--- config.mk ---
export PLATFORM = sky130hd
export DESIGN_NAME = branch_flush_ctrl_flat
export DESIGN_NICKNAME = d
export VERILOG_FILES = /design/src/rtl/branch_flush_ctrl_pkg.sv /design/src/rtl/branch_flush_ctrl_if.sv /design/src/rtl/branch_flush_ctrl_branch_select.sv /design/src/rtl/branch_flush_ctrl.sv /design/src/flat_wrapper.sv
export SDC_FILE = /design/constraint.sdc
export NUM_CORES = 1
export LEC_CHECK = 0
export CAP_MARGIN = 20
export CORE_MARGIN = 5
export CORE_UTILIZATION = 32
export CTS_CLUSTER_DIAMETER = 50
export DETAILED_ROUTE_END_ITERATION = 8
export GPL_TIMING_DRIVEN = 0
export PLACE_DENSITY = 0.83
export SYNTH_ARGS = -nofsm -noshare
export SYNTH_HDL_FRONTEND = slang
export SYNTH_HIERARCHICAL = 1
export SYNTH_SLANG_ARGS = --single-unit
--- constraint.sdc ---
create_clock -name clk -period 12.5 [get_ports clk]
set_input_delay 1.875 -clock clk [delete_from_list [all_inputs] [get_ports clk]]
set_output_delay 1.875 -clock clk [all_outputs]
set_load 0.1 [all_outputs]
--- src/rtl/branch_flush_ctrl_pkg.sv ---
// Shared types for the redirect path: provider record, FSM states and wrap-safe age compare.
package branch_flush_ctrl_pkg;

    localparam int NUM_PROV   = 4;
    localparam int SQN_W      = 6;
    localparam int PC_W       = 32;
    localparam int NUM_STAGES = 4;

    typedef logic [SQN_W-1:0] sqn_t;

    typedef struct packed {
        logic            taken;
        logic [PC_W-1:0] dstPC;
        sqn_t            sqN;
        sqn_t            loadSqN;
        sqn_t            storeSqN;
        logic            flush;
    } BranchProv;

    typedef enum logic [1:0] {
        RUN        = 2'd0,
        DRAIN      = 2'd1,
        DRAIN_LAST = 2'd2
    } state_t;

    // Sequence numbers wrap, so age is the sign of the modular difference.
    function automatic logic is_older(sqn_t a, sqn_t b);
        sqn_t diff;
        diff = a - b;
        return diff[SQN_W-1];
    endfunction

endpackage

--- src/rtl/branch_flush_ctrl_if.sv ---
// Provider inputs, backend status and the broadcast branch bus of the flush controller.
interface branch_flush_ctrl_if;
    import branch_flush_ctrl_pkg::*;

    logic                       IN_en;
    logic                       IN_stall;
    logic [NUM_PROV-1:0]        IN_provTaken;
    logic [NUM_PROV*SQN_W-1:0]  IN_provSqN;
    logic [NUM_PROV*SQN_W-1:0]  IN_provLoadSqN;
    logic [NUM_PROV*SQN_W-1:0]  IN_provStoreSqN;
    logic [NUM_PROV*PC_W-1:0]   IN_provDstPC;
    logic [NUM_PROV-1:0]        IN_provFlush;
    logic [SQN_W-1:0]           IN_robCurSqN;
    logic [SQN_W-1:0]           IN_rnNextSqN;

    logic                       OUT_branchTaken;
    logic [SQN_W-1:0]           OUT_branchSqN;
    logic [SQN_W-1:0]           OUT_branchLoadSqN;
    logic [SQN_W-1:0]           OUT_branchStoreSqN;
    logic [PC_W-1:0]            OUT_branchDstPC;
    logic                       OUT_branchFlush;
    logic [NUM_STAGES-1:0]      OUT_stageValid;
    logic                       OUT_frontendEn;
    logic                       OUT_mispredFlush;
    logic [SQN_W-1:0]           OUT_flushSqN;

    modport master (
        output IN_en, IN_stall, IN_provTaken, IN_provSqN, IN_provLoadSqN,
               IN_provStoreSqN, IN_provDstPC, IN_provFlush, IN_robCurSqN, IN_rnNextSqN,
        input  OUT_branchTaken, OUT_branchSqN, OUT_branchLoadSqN, OUT_branchStoreSqN,
               OUT_branchDstPC, OUT_branchFlush, OUT_stageValid, OUT_frontendEn,
               OUT_mispredFlush, OUT_flushSqN
    );

    modport slave (
        input  IN_en, IN_stall, IN_provTaken, IN_provSqN, IN_provLoadSqN,
               IN_provStoreSqN, IN_provDstPC, IN_provFlush, IN_robCurSqN, IN_rnNextSqN,
        output OUT_branchTaken, OUT_branchSqN, OUT_branchLoadSqN, OUT_branchStoreSqN,
               OUT_branchDstPC, OUT_branchFlush, OUT_stageValid, OUT_frontendEn,
               OUT_mispredFlush, OUT_flushSqN
    );

endinterface

--- src/rtl/branch_flush_ctrl_branch_select.sv ---
// Combinational oldest-redirect picker; zero latency, lowest index wins ties.
module branch_select
    import branch_flush_ctrl_pkg::*;
(
    input  BranchProv prov_i [NUM_PROV],
    input  logic      mispred_flush_i,
    input  sqn_t      flush_sqn_i,
    output BranchProv sel_o
);

    logic qual;

    always_comb begin
        sel_o = '0;
        qual  = 1'b0;
        for (int i = 0; i < NUM_PROV; i++) begin
            // While draining only redirects older than the one being drained matter.
            qual = prov_i[i].taken && (!mispred_flush_i || is_older(prov_i[i].sqN, flush_sqn_i));
            if (qual && (!sel_o.taken || is_older(prov_i[i].sqN, sel_o.sqN))) begin
                sel_o = prov_i[i];
            end
        end
    end

endmodule

--- src/rtl/branch_flush_ctrl.sv ---
// Redirect arbiter plus frontend stage-valid shifter and mispredict drain FSM.
// Branch bus is combinational; stage valids and drain state update one cycle later.
module branch_flush_ctrl
    import branch_flush_ctrl_pkg::*;
(
    input  logic               clk,
    input  logic               rst,
    branch_flush_ctrl_if.slave bus
);

    BranchProv             prov [NUM_PROV];
    BranchProv             sel;
    state_t                state_q, state_d;
    logic [NUM_STAGES-1:0] stage_valid_q, stage_valid_d;
    sqn_t                  flush_sqn_q, flush_sqn_d;
    logic                  mispred_flush;
    logic                  frontend_en;
    logic                  rob_caught_up;

    always_comb begin
        for (int i = 0; i < NUM_PROV; i++) begin
            prov[i].taken    = bus.IN_provTaken[i];
            prov[i].dstPC    = bus.IN_provDstPC[i*PC_W +: PC_W];
            prov[i].sqN      = bus.IN_provSqN[i*SQN_W +: SQN_W];
            prov[i].loadSqN  = bus.IN_provLoadSqN[i*SQN_W +: SQN_W];
            prov[i].storeSqN = bus.IN_provStoreSqN[i*SQN_W +: SQN_W];
            prov[i].flush    = bus.IN_provFlush[i];
        end
    end

    branch_select u_select (
        .prov_i          (prov),
        .mispred_flush_i (mispred_flush),
        .flush_sqn_i     (flush_sqn_q),
        .sel_o           (sel)
    );

    assign mispred_flush = (state_q != RUN);
    assign frontend_en   = bus.IN_en & ~bus.IN_stall & ~sel.taken;
    assign rob_caught_up = (bus.IN_robCurSqN == bus.IN_rnNextSqN);

    always_comb begin
        state_d       = state_q;
        stage_valid_d = stage_valid_q;
        flush_sqn_d   = flush_sqn_q;
        if (sel.taken) begin
            stage_valid_d = '0;
            flush_sqn_d   = sel.sqN;
            state_d       = rob_caught_up ? RUN : DRAIN;
        end else begin
            case (state_q)
                RUN: begin
                    if (frontend_en) begin
                        stage_valid_d = {stage_valid_q[NUM_STAGES-2:0], 1'b1};
                    end
                end
                DRAIN: begin
                    stage_valid_d = '0;
                    if (rob_caught_up) begin
                        state_d = DRAIN_LAST;
                    end
                end
                DRAIN_LAST: begin
                    // One extra empty cycle so the last commit settles in rename.
                    stage_valid_d = '0;
                    state_d       = RUN;
                end
                default: begin
                    stage_valid_d = '0;
                    state_d       = RUN;
                end
            endcase
        end
    end

    always_ff @(posedge clk or posedge rst) begin
        if (rst) begin
            state_q       <= RUN;
            stage_valid_q <= '0;
            flush_sqn_q   <= '0;
        end else begin
            state_q       <= state_d;
            stage_valid_q <= stage_valid_d;
            flush_sqn_q   <= flush_sqn_d;
        end
    end

    assign bus.OUT_branchTaken    = sel.taken;
    assign bus.OUT_branchSqN      = sel.sqN;
    assign bus.OUT_branchLoadSqN  = sel.loadSqN;
    assign bus.OUT_branchStoreSqN = sel.storeSqN;
    assign bus.OUT_branchDstPC    = sel.dstPC;
    assign bus.OUT_branchFlush    = sel.flush;
    assign bus.OUT_stageValid     = stage_valid_q;
    assign bus.OUT_frontendEn     = frontend_en;
    assign bus.OUT_mispredFlush   = mispred_flush;
    assign bus.OUT_flushSqN       = flush_sqn_q;

endmodule

--- src/flat_wrapper.sv ---
// flat-port wrapper written by rule: the top's interface ports become plain ports
module branch_flush_ctrl_flat import branch_flush_ctrl_pkg::*;
  (clk, rst, bus_IN_en, bus_IN_stall, bus_IN_provTaken, bus_IN_provSqN, bus_IN_provLoadSqN, bus_IN_provStoreSqN, bus_IN_provDstPC, bus_IN_provFlush, bus_IN_robCurSqN, bus_IN_rnNextSqN, bus_OUT_branchTaken, bus_OUT_branchSqN, bus_OUT_branchLoadSqN, bus_OUT_branchStoreSqN, bus_OUT_branchDstPC, bus_OUT_branchFlush, bus_OUT_stageValid, bus_OUT_frontendEn, bus_OUT_mispredFlush, bus_OUT_flushSqN);
  branch_flush_ctrl_if bus_i ();
  input  logic clk;
  input  logic rst;
  input wire logic [$bits(bus_i.IN_en)-1:0] bus_IN_en;
  input wire logic [$bits(bus_i.IN_stall)-1:0] bus_IN_stall;
  input wire logic [$bits(bus_i.IN_provTaken)-1:0] bus_IN_provTaken;
  input wire logic [$bits(bus_i.IN_provSqN)-1:0] bus_IN_provSqN;
  input wire logic [$bits(bus_i.IN_provLoadSqN)-1:0] bus_IN_provLoadSqN;
  input wire logic [$bits(bus_i.IN_provStoreSqN)-1:0] bus_IN_provStoreSqN;
  input wire logic [$bits(bus_i.IN_provDstPC)-1:0] bus_IN_provDstPC;
  input wire logic [$bits(bus_i.IN_provFlush)-1:0] bus_IN_provFlush;
  input wire logic [$bits(bus_i.IN_robCurSqN)-1:0] bus_IN_robCurSqN;
  input wire logic [$bits(bus_i.IN_rnNextSqN)-1:0] bus_IN_rnNextSqN;
  output wire logic [$bits(bus_i.OUT_branchTaken)-1:0] bus_OUT_branchTaken;
  output wire logic [$bits(bus_i.OUT_branchSqN)-1:0] bus_OUT_branchSqN;
  output wire logic [$bits(bus_i.OUT_branchLoadSqN)-1:0] bus_OUT_branchLoadSqN;
  output wire logic [$bits(bus_i.OUT_branchStoreSqN)-1:0] bus_OUT_branchStoreSqN;
  output wire logic [$bits(bus_i.OUT_branchDstPC)-1:0] bus_OUT_branchDstPC;
  output wire logic [$bits(bus_i.OUT_branchFlush)-1:0] bus_OUT_branchFlush;
  output wire logic [$bits(bus_i.OUT_stageValid)-1:0] bus_OUT_stageValid;
  output wire logic [$bits(bus_i.OUT_frontendEn)-1:0] bus_OUT_frontendEn;
  output wire logic [$bits(bus_i.OUT_mispredFlush)-1:0] bus_OUT_mispredFlush;
  output wire logic [$bits(bus_i.OUT_flushSqN)-1:0] bus_OUT_flushSqN;
  assign bus_i.IN_en = bus_IN_en;
  assign bus_i.IN_stall = bus_IN_stall;
  assign bus_i.IN_provTaken = bus_IN_provTaken;
  assign bus_i.IN_provSqN = bus_IN_provSqN;
  assign bus_i.IN_provLoadSqN = bus_IN_provLoadSqN;
  assign bus_i.IN_provStoreSqN = bus_IN_provStoreSqN;
  assign bus_i.IN_provDstPC = bus_IN_provDstPC;
  assign bus_i.IN_provFlush = bus_IN_provFlush;
  assign bus_i.IN_robCurSqN = bus_IN_robCurSqN;
  assign bus_i.IN_rnNextSqN = bus_IN_rnNextSqN;
  assign bus_OUT_branchTaken = bus_i.OUT_branchTaken;
  assign bus_OUT_branchSqN = bus_i.OUT_branchSqN;
  assign bus_OUT_branchLoadSqN = bus_i.OUT_branchLoadSqN;
  assign bus_OUT_branchStoreSqN = bus_i.OUT_branchStoreSqN;
  assign bus_OUT_branchDstPC = bus_i.OUT_branchDstPC;
  assign bus_OUT_branchFlush = bus_i.OUT_branchFlush;
  assign bus_OUT_stageValid = bus_i.OUT_stageValid;
  assign bus_OUT_frontendEn = bus_i.OUT_frontendEn;
  assign bus_OUT_mispredFlush = bus_i.OUT_mispredFlush;
  assign bus_OUT_flushSqN = bus_i.OUT_flushSqN;
  branch_flush_ctrl u_core (.clk(clk), .rst(rst), .bus(bus_i));
endmodule
### Word level (Yosys, flattened, before mapping)

Index checks and enable logic that the tools add are counted.

| operators by class | value |
|---|---|
| muxes and demuxes | 11 |
| equality and inequality tests | 5 |
| add/subtract/negate cells | 7 |
| bitwise gates (word level) | 4 |
| reduce and logical (&&, ||, !) cells | 21 |

Operators by type and width:

| cell | number |
|---|---|
| two-way mux 52 bit | 4 |
| subtractor 6 bit | 7 |
| two-way mux 4 bit | 3 |
| logical AND 1 bit | 7 |
| logical OR 1 bit | 7 |
| equality test 6 bit | 1 |
| zero test 1 bit | 4 |
| two-way mux 2 bit | 2 |
| one-hot mux 2 bit (2 select lines) | 1 |
| != test 3 x 1 -> 1 bit, second input constant | 1 |
| != test 3 x 2 -> 1 bit, second input constant | 1 |
| bitwise AND 1 bit | 2 |
| equality test 2 x 1 -> 1 bit, second input constant | 1 |
| zero test 2 bit | 1 |
| != test 2 x 1 -> 1 bit, second input constant | 1 |
| NOT 1 bit | 2 |
| AND reduction 2 bit | 1 |
| nonzero test 2 bit | 1 |
| two-way mux 1 bit | 1 |

| word-level totals | value |
|---|---|
| input port bits | 224 |
| output and inout port bits | 64 |
| word-level logic and storage cells | 51 |
| register bits | 12 |

### Longest topological paths before layout

| depth | value |
|---|---|
| depth after elaboration | 22 |
| gate-level depth with buffers | 42 |
| depth with buffers taken out | 35 |

### By module

Netlist, hierarchy kept.

Modules (own cells, without submodules):

| module | area each (um2) | seq. area each (um2) | instances | cells an instance |
|---|---|---|---|---|
| branch_select | 3,178.0 | 0.0 | 1 | 483 |
| branch_flush_ctrl | 564.3 | 300.3 | 1 | 45 |

### Worst setup path before layout

Ideal clock, no wire load.

| timing path | value |
|---|---|
| path kind | input-to-output |
| start point | input bus_IN_provSqN[4] |
| end point | output bus_OUT_branchSqN[1] |
| arrival | 11.439 ns |
| required time | 10.625 ns |
| stages | 40 |
| setup slack | -0.814 ns |
| buffers on the path | 7 |
| path through | ha_1 -> a21oi_1 -> nor2_1 -> a22oi_1 -> and3_1 -> buf_2 -> clkbuf_1 -> buf_1 -> nand2_1 -> ha_1 -> o21a_1 -> a221oi_4 -> xnor2_1 -> and4bb_2 -> nor2_1 -> clkbuf_1 -> nand2_1 -> o21ai_0 -> (+4 left out) -> o211ai_1 -> a31oi_1 -> or4_1 -> clkbuf_1 -> nand3_2 -> buf_1 -> mux2i_1 -> ha_1 -> a21o_1 -> a21o_1 -> a21o_1 -> or3_1 -> a31oi_1 -> nor3b_2 -> xor2_1 -> o21ai_4 -> buf_6 -> mux2i_1 |

| between the ends | value |
|---|---|
| word-level cells in the longest chain between the ends | 16 |
| elaborated cells between the ends (all ways) | 19 |
| those cells by class | add/sub (4); mux (4); reduce/logical (11) |

Ends and longest elaborated chain:

| element | RTL line | RTL |
|---|---|---|
| start, declared | flat_wrapper.sv:10 | `input wire logic [$bits(bus_i.IN_provSqN)-1:0] bus_IN_provSqN;` |
| subtractor 6 bit | branch_flush_ctrl_pkg.sv:29 | `diff = a - b;` |
| logical OR 1 bit | branch_flush_ctrl_branch_select.sv:18 | `qual = prov_i[i].taken && (!mispred_flush_i \|\| is_older(prov_i[i].sqN, flush_sqn_i));` |
| logical AND 1 bit | branch_flush_ctrl_branch_select.sv:18 |  |
| two-way mux 52 bit * | branch_flush_ctrl_branch_select.sv:19 | `if (qual && (!sel_o.taken \|\| is_older(prov_i[i].sqN, sel_o.sqN))) begin` |
| subtractor 6 bit or zero test 1 bit (tied branches) | branch_flush_ctrl_pkg.sv:29, branch_flush_ctrl_branch_select.sv:19 |  |
| logical OR 1 bit | branch_flush_ctrl_branch_select.sv:19 |  |
| logical AND 1 bit | branch_flush_ctrl_branch_select.sv:19 |  |
| two-way mux 52 bit * | branch_flush_ctrl_branch_select.sv:19 |  |
| subtractor 6 bit or zero test 1 bit (tied branches) | branch_flush_ctrl_pkg.sv:29, branch_flush_ctrl_branch_select.sv:19 |  |
| logical OR 1 bit | branch_flush_ctrl_branch_select.sv:19 |  |
| logical AND 1 bit | branch_flush_ctrl_branch_select.sv:19 |  |
| two-way mux 52 bit * | branch_flush_ctrl_branch_select.sv:19 |  |
| subtractor 6 bit or zero test 1 bit (tied branches) | branch_flush_ctrl_pkg.sv:29, branch_flush_ctrl_branch_select.sv:19 |  |
| logical OR 1 bit | branch_flush_ctrl_branch_select.sv:19 |  |
| logical AND 1 bit | branch_flush_ctrl_branch_select.sv:19 |  |
| two-way mux 52 bit * | branch_flush_ctrl_branch_select.sv:19 |  |
| end, declared | flat_wrapper.sv:18 | `output wire logic [$bits(bus_i.OUT_branchSqN)-1:0] bus_OUT_branchSqN;` |

Mark *: on every way between the ends. The rest lies on a longest branch, timed or not.

### Worst setup path after layout

| timing path | value |
|---|---|
| start point | input bus_IN_provSqN[1] |
| end point | output bus_OUT_branchDstPC[14] |

| between the ends | value |
|---|---|
| word-level cells in the longest chain between the ends | 16 |
| elaborated cells between the ends (all ways) | 19 |
| those cells by class | add/sub (4); mux (4); reduce/logical (11) |

Ends and longest elaborated chain:

| element | RTL line | RTL |
|---|---|---|
| subtractor 6 bit | branch_flush_ctrl_pkg.sv:29 |  |
| logical OR 1 bit | branch_flush_ctrl_branch_select.sv:18 |  |
| logical AND 1 bit | branch_flush_ctrl_branch_select.sv:18 |  |
| two-way mux 52 bit * | branch_flush_ctrl_branch_select.sv:19 |  |
| subtractor 6 bit or zero test 1 bit (tied branches) | branch_flush_ctrl_pkg.sv:29, branch_flush_ctrl_branch_select.sv:19 |  |
| logical OR 1 bit | branch_flush_ctrl_branch_select.sv:19 |  |
| logical AND 1 bit | branch_flush_ctrl_branch_select.sv:19 |  |
| two-way mux 52 bit * | branch_flush_ctrl_branch_select.sv:19 |  |
| subtractor 6 bit or zero test 1 bit (tied branches) | branch_flush_ctrl_pkg.sv:29, branch_flush_ctrl_branch_select.sv:19 |  |
| logical OR 1 bit | branch_flush_ctrl_branch_select.sv:19 |  |
| logical AND 1 bit | branch_flush_ctrl_branch_select.sv:19 |  |
| two-way mux 52 bit * | branch_flush_ctrl_branch_select.sv:19 |  |
| subtractor 6 bit or zero test 1 bit (tied branches) | branch_flush_ctrl_pkg.sv:29, branch_flush_ctrl_branch_select.sv:19 |  |
| logical OR 1 bit | branch_flush_ctrl_branch_select.sv:19 |  |
| logical AND 1 bit | branch_flush_ctrl_branch_select.sv:19 |  |
| two-way mux 52 bit * | branch_flush_ctrl_branch_select.sv:19 |  |
| end, declared | flat_wrapper.sv:21 | `output wire logic [$bits(bus_i.OUT_branchDstPC)-1:0] bus_OUT_branchDstPC;` |

Marks and branches as above.

==> flow_summary.json <==
{
  "drcViolationCount": 0,
  "yosysSeqAreaShare_pct": 8.024,
  "fin_nets": 1081,
  "routed_wl_mm": 18.42,
  "synth.top_cell.area_share_pct": 18.46,
  "grt_first_pass_wirelength_mm": 27.79,
  "drive_gt1_share_pct": 20.02,
  "path_class": "in2out",
  "die_area_um2": 13960,
  "std_cell_rows": 39,
  "synth_ff_type": "dfrtp_1",
  "stdcell_area_um2": 7279,
  "track_usage_pct": 23.99,
  "dr.pass1.iters": 5,
  "final_cells": 972,
  "vias": 5070,
  "drt_iter0_markers": 380,
  "endpoint_kind": "output pin",
  "syn_nets": 779,
  "slew_headroom_pct": 33.31,
  "cp_slowest_cell": "or4_4",
  "clk_pin_slew_ns": 0.04,
  "antenna_left": 0,
  "initial_core_util_pct": 32.77,
  "ys_ff_latch": 12,
  "hpwl_mm": 15.03,
  "die_x_um": 118.1,
  "synth-async-reset-ratio_pct": 100.0,
  "htreeDepth": 1,
  "grt_overflow": 0,
  "ios": 288,
  "yosysWarningCount": 6,
  "synth_edf_count": 0,
  "synthCells": 528,
  "synth_area_um2": 3742,
  "clock_sinks": 12,
  "max_freq_mhz": 82.97,
  "required_ns": 10.62,
  "gp_congestion": 0.9987,
  "io_buffers": 287,
  "cap_violations": 0,
  "synth_top_area_cell": "mux2_4",
  "synth_cell_type_count": 53,
  "cts_buffers": 3,
  "syn2layout_area_growth_pct": 94.52,
  "clock_skew_ns": 0.0009399,
  "grt_pass1_vias": 5107,
  "hold_viol": 0,
  "maxSlewViolCount": 0,
  "worst_pin_slew_ns": 0.9972,
  "post_dp_cell_area_um2": 6819,
  "hp-class": "reg2reg",
  "die-height_um": 118.1,
  "synth.top_cells.by_area": "mux2_4 (18%), a21oi_1 (14%), nor2_1 (11%)",
  "mostFrequentLayoutCells": "clkdlybuf4s50_1 (233), nor2_1 (104), a21oi_1 (100)",
  "outcome": "finished, final reports clean",
  "layout_min_cycle_time_ns": 12.05,
  "whs_ns": 0.5447,
  "finalSetupViolCount": 0,
  "layout_commonest_cell": "clkdlybuf4s50_1",
  "clkLatencyLatePin_ns": 0.24,
  "worst-path-max-fanout": 10,
  "arrival_ns": 10.18,
  "grt_max_degree": 13,
  "cpPeakStageDelay_ns": 0.55,
  "cts_tree": "yes",
  "core_region_area_um2": 11420,
  "cts_buffer_depth": 2,
  "grt_antenna_before_repair": 0,
  "place_inst": 958,
  "holdBufCountCts": 0,
  "wl_per_cell_um": 18.95,
  "antenna_cells": 0,
  "fin_crit_sh_pct": 96.42,
  "drt-vias-per-instance": 5.216,
  "finalSetupTns_ns": 0,
  "cp-start-kind": "input pin",
  "root_buffer": "clkbuf_16",
  "syn_avg_cell_area_um2": 7.088
}
==> synthesized netlist by cell type, types with 3 or more instances <==
cell type,number
or2_2,3
clkbuf_1,23
buf_6,6
buf_1,4
nand2_1,59
dfrtp_1,12
mux2i_1,12
nand4_1,6
nor2_1,105
nor2b_1,3
xor2_1,9
a21oi_1,101
ha_1,27
nor3b_1,3
inv_1,19
nand2b_1,8
and4_1,3
a41oi_1,3
mux2_4,46
a31oi_1,3
xnor2_1,7
a21o_1,6
mux2_2,9
or3_1,3
o21ai_0,6
nand3_1,6
==> metal layers <==
metal	vias to the layer above	global-route usage (%)	part of all wire (%)
li1	2462	-	-
met1	2305	29.38	40
met2	259	42.30	48
met3	44	4.967	8.3
met4	0	6.882	3.6
met5	-	0	0
==> cell families (layout without fill, tap and decap cells) <==
kind of cell,count (synthesis),after routing,synth area share (%)
AND/OR/NAND/NOR,208,208,24.71
adder cells (fa/ha/maj),27,27,9.027
buffers and inverters,54,355,6.686
XOR/XNOR,17,17,4.179
flip-flops,12,12,8.024
AO/OA/AOI/OAI,143,143,23.00
multiplexers,67,67,24.37
==> layout make-up <==
| type | instances | area (um2) |
|---|---|---|
| clock buffer | 4 | 88.84 |
| buffer | 34 | 246.5 |
| sequential | 12 | 300.3 |
| tap | 143 | 178.9 |
| timing repair buffer | 298 | 3054 |
| fill | 970 | 4139 |
| multi-input combinational | 462 | 3339 |
| inverter | 19 | 71.32 |
==> worst paths after layout <==
path                       cells past startpoint  slack [ns]                                        to                                   start
setup / recovery                              42        0.45                   bus_OUT_branchDstPC[14]                       bus_IN_provSqN[1]
hold / removal                                 1        0.54    u_core/bus.OUT_flushSqN[3]$_DFFE_PP0P_  u_core/bus.OUT_flushSqN[3]$_DFFE_PP0P_
setup reg to reg                              42        3.86    u_core/bus.OUT_flushSqN[0]$_DFFE_PP0P_  u_core/bus.OUT_flushSqN[4]$_DFFE_PP0P_
hold reg to reg                                1        0.54    u_core/bus.OUT_flushSqN[3]$_DFFE_PP0P_  u_core/bus.OUT_flushSqN[3]$_DFFE_PP0P_
max in group asynchronous                      2       10.22    u_core/bus.OUT_flushSqN[0]$_DFFE_PP0P_                                     rst
min in group asynchronous                      2        1.96  u_core/bus.OUT_stageValid[2]$_DFFE_PP0P_                                     rst
==> sequential cells by signal, indices dropped and copies added (netlist names) <==
signal,cells
u_core/bus.OUT_flushSqN,6
u_core/bus.OUT_stageValid,4
u_core/state_q,2
==> timing repair <==
item	4_1_cts	5_1_grt
buffers inserted	9	2
gates resized for setup	336	70
pin swaps	5	3
setup endpoints to repair	56	51
==> stage by stage <==
stage / setup slack (ns) / util, %
finish: 0.4474 / 63.75
global route: -0.03939 / 63.75
CTS: 0.06821 / 61.28
detailed placement: -3.347 / 59.72
global placement: -3.210 / 59.72
floorplan: -0.2802 / -
==> worst max-delay path: cells and delay by family <==
kind	cells	cell delay, ns
compound gates	12	2.19
simple gates	11	2.11
buf+inv	10	1.84
fa+ha+maj	4	1.08
mux	3	0.71
xor+xnor	2	0.36
Power is left out: the tool's default activity adds up to more than one toggle a clock period on the data nets, which glitch-free logic cannot reach.
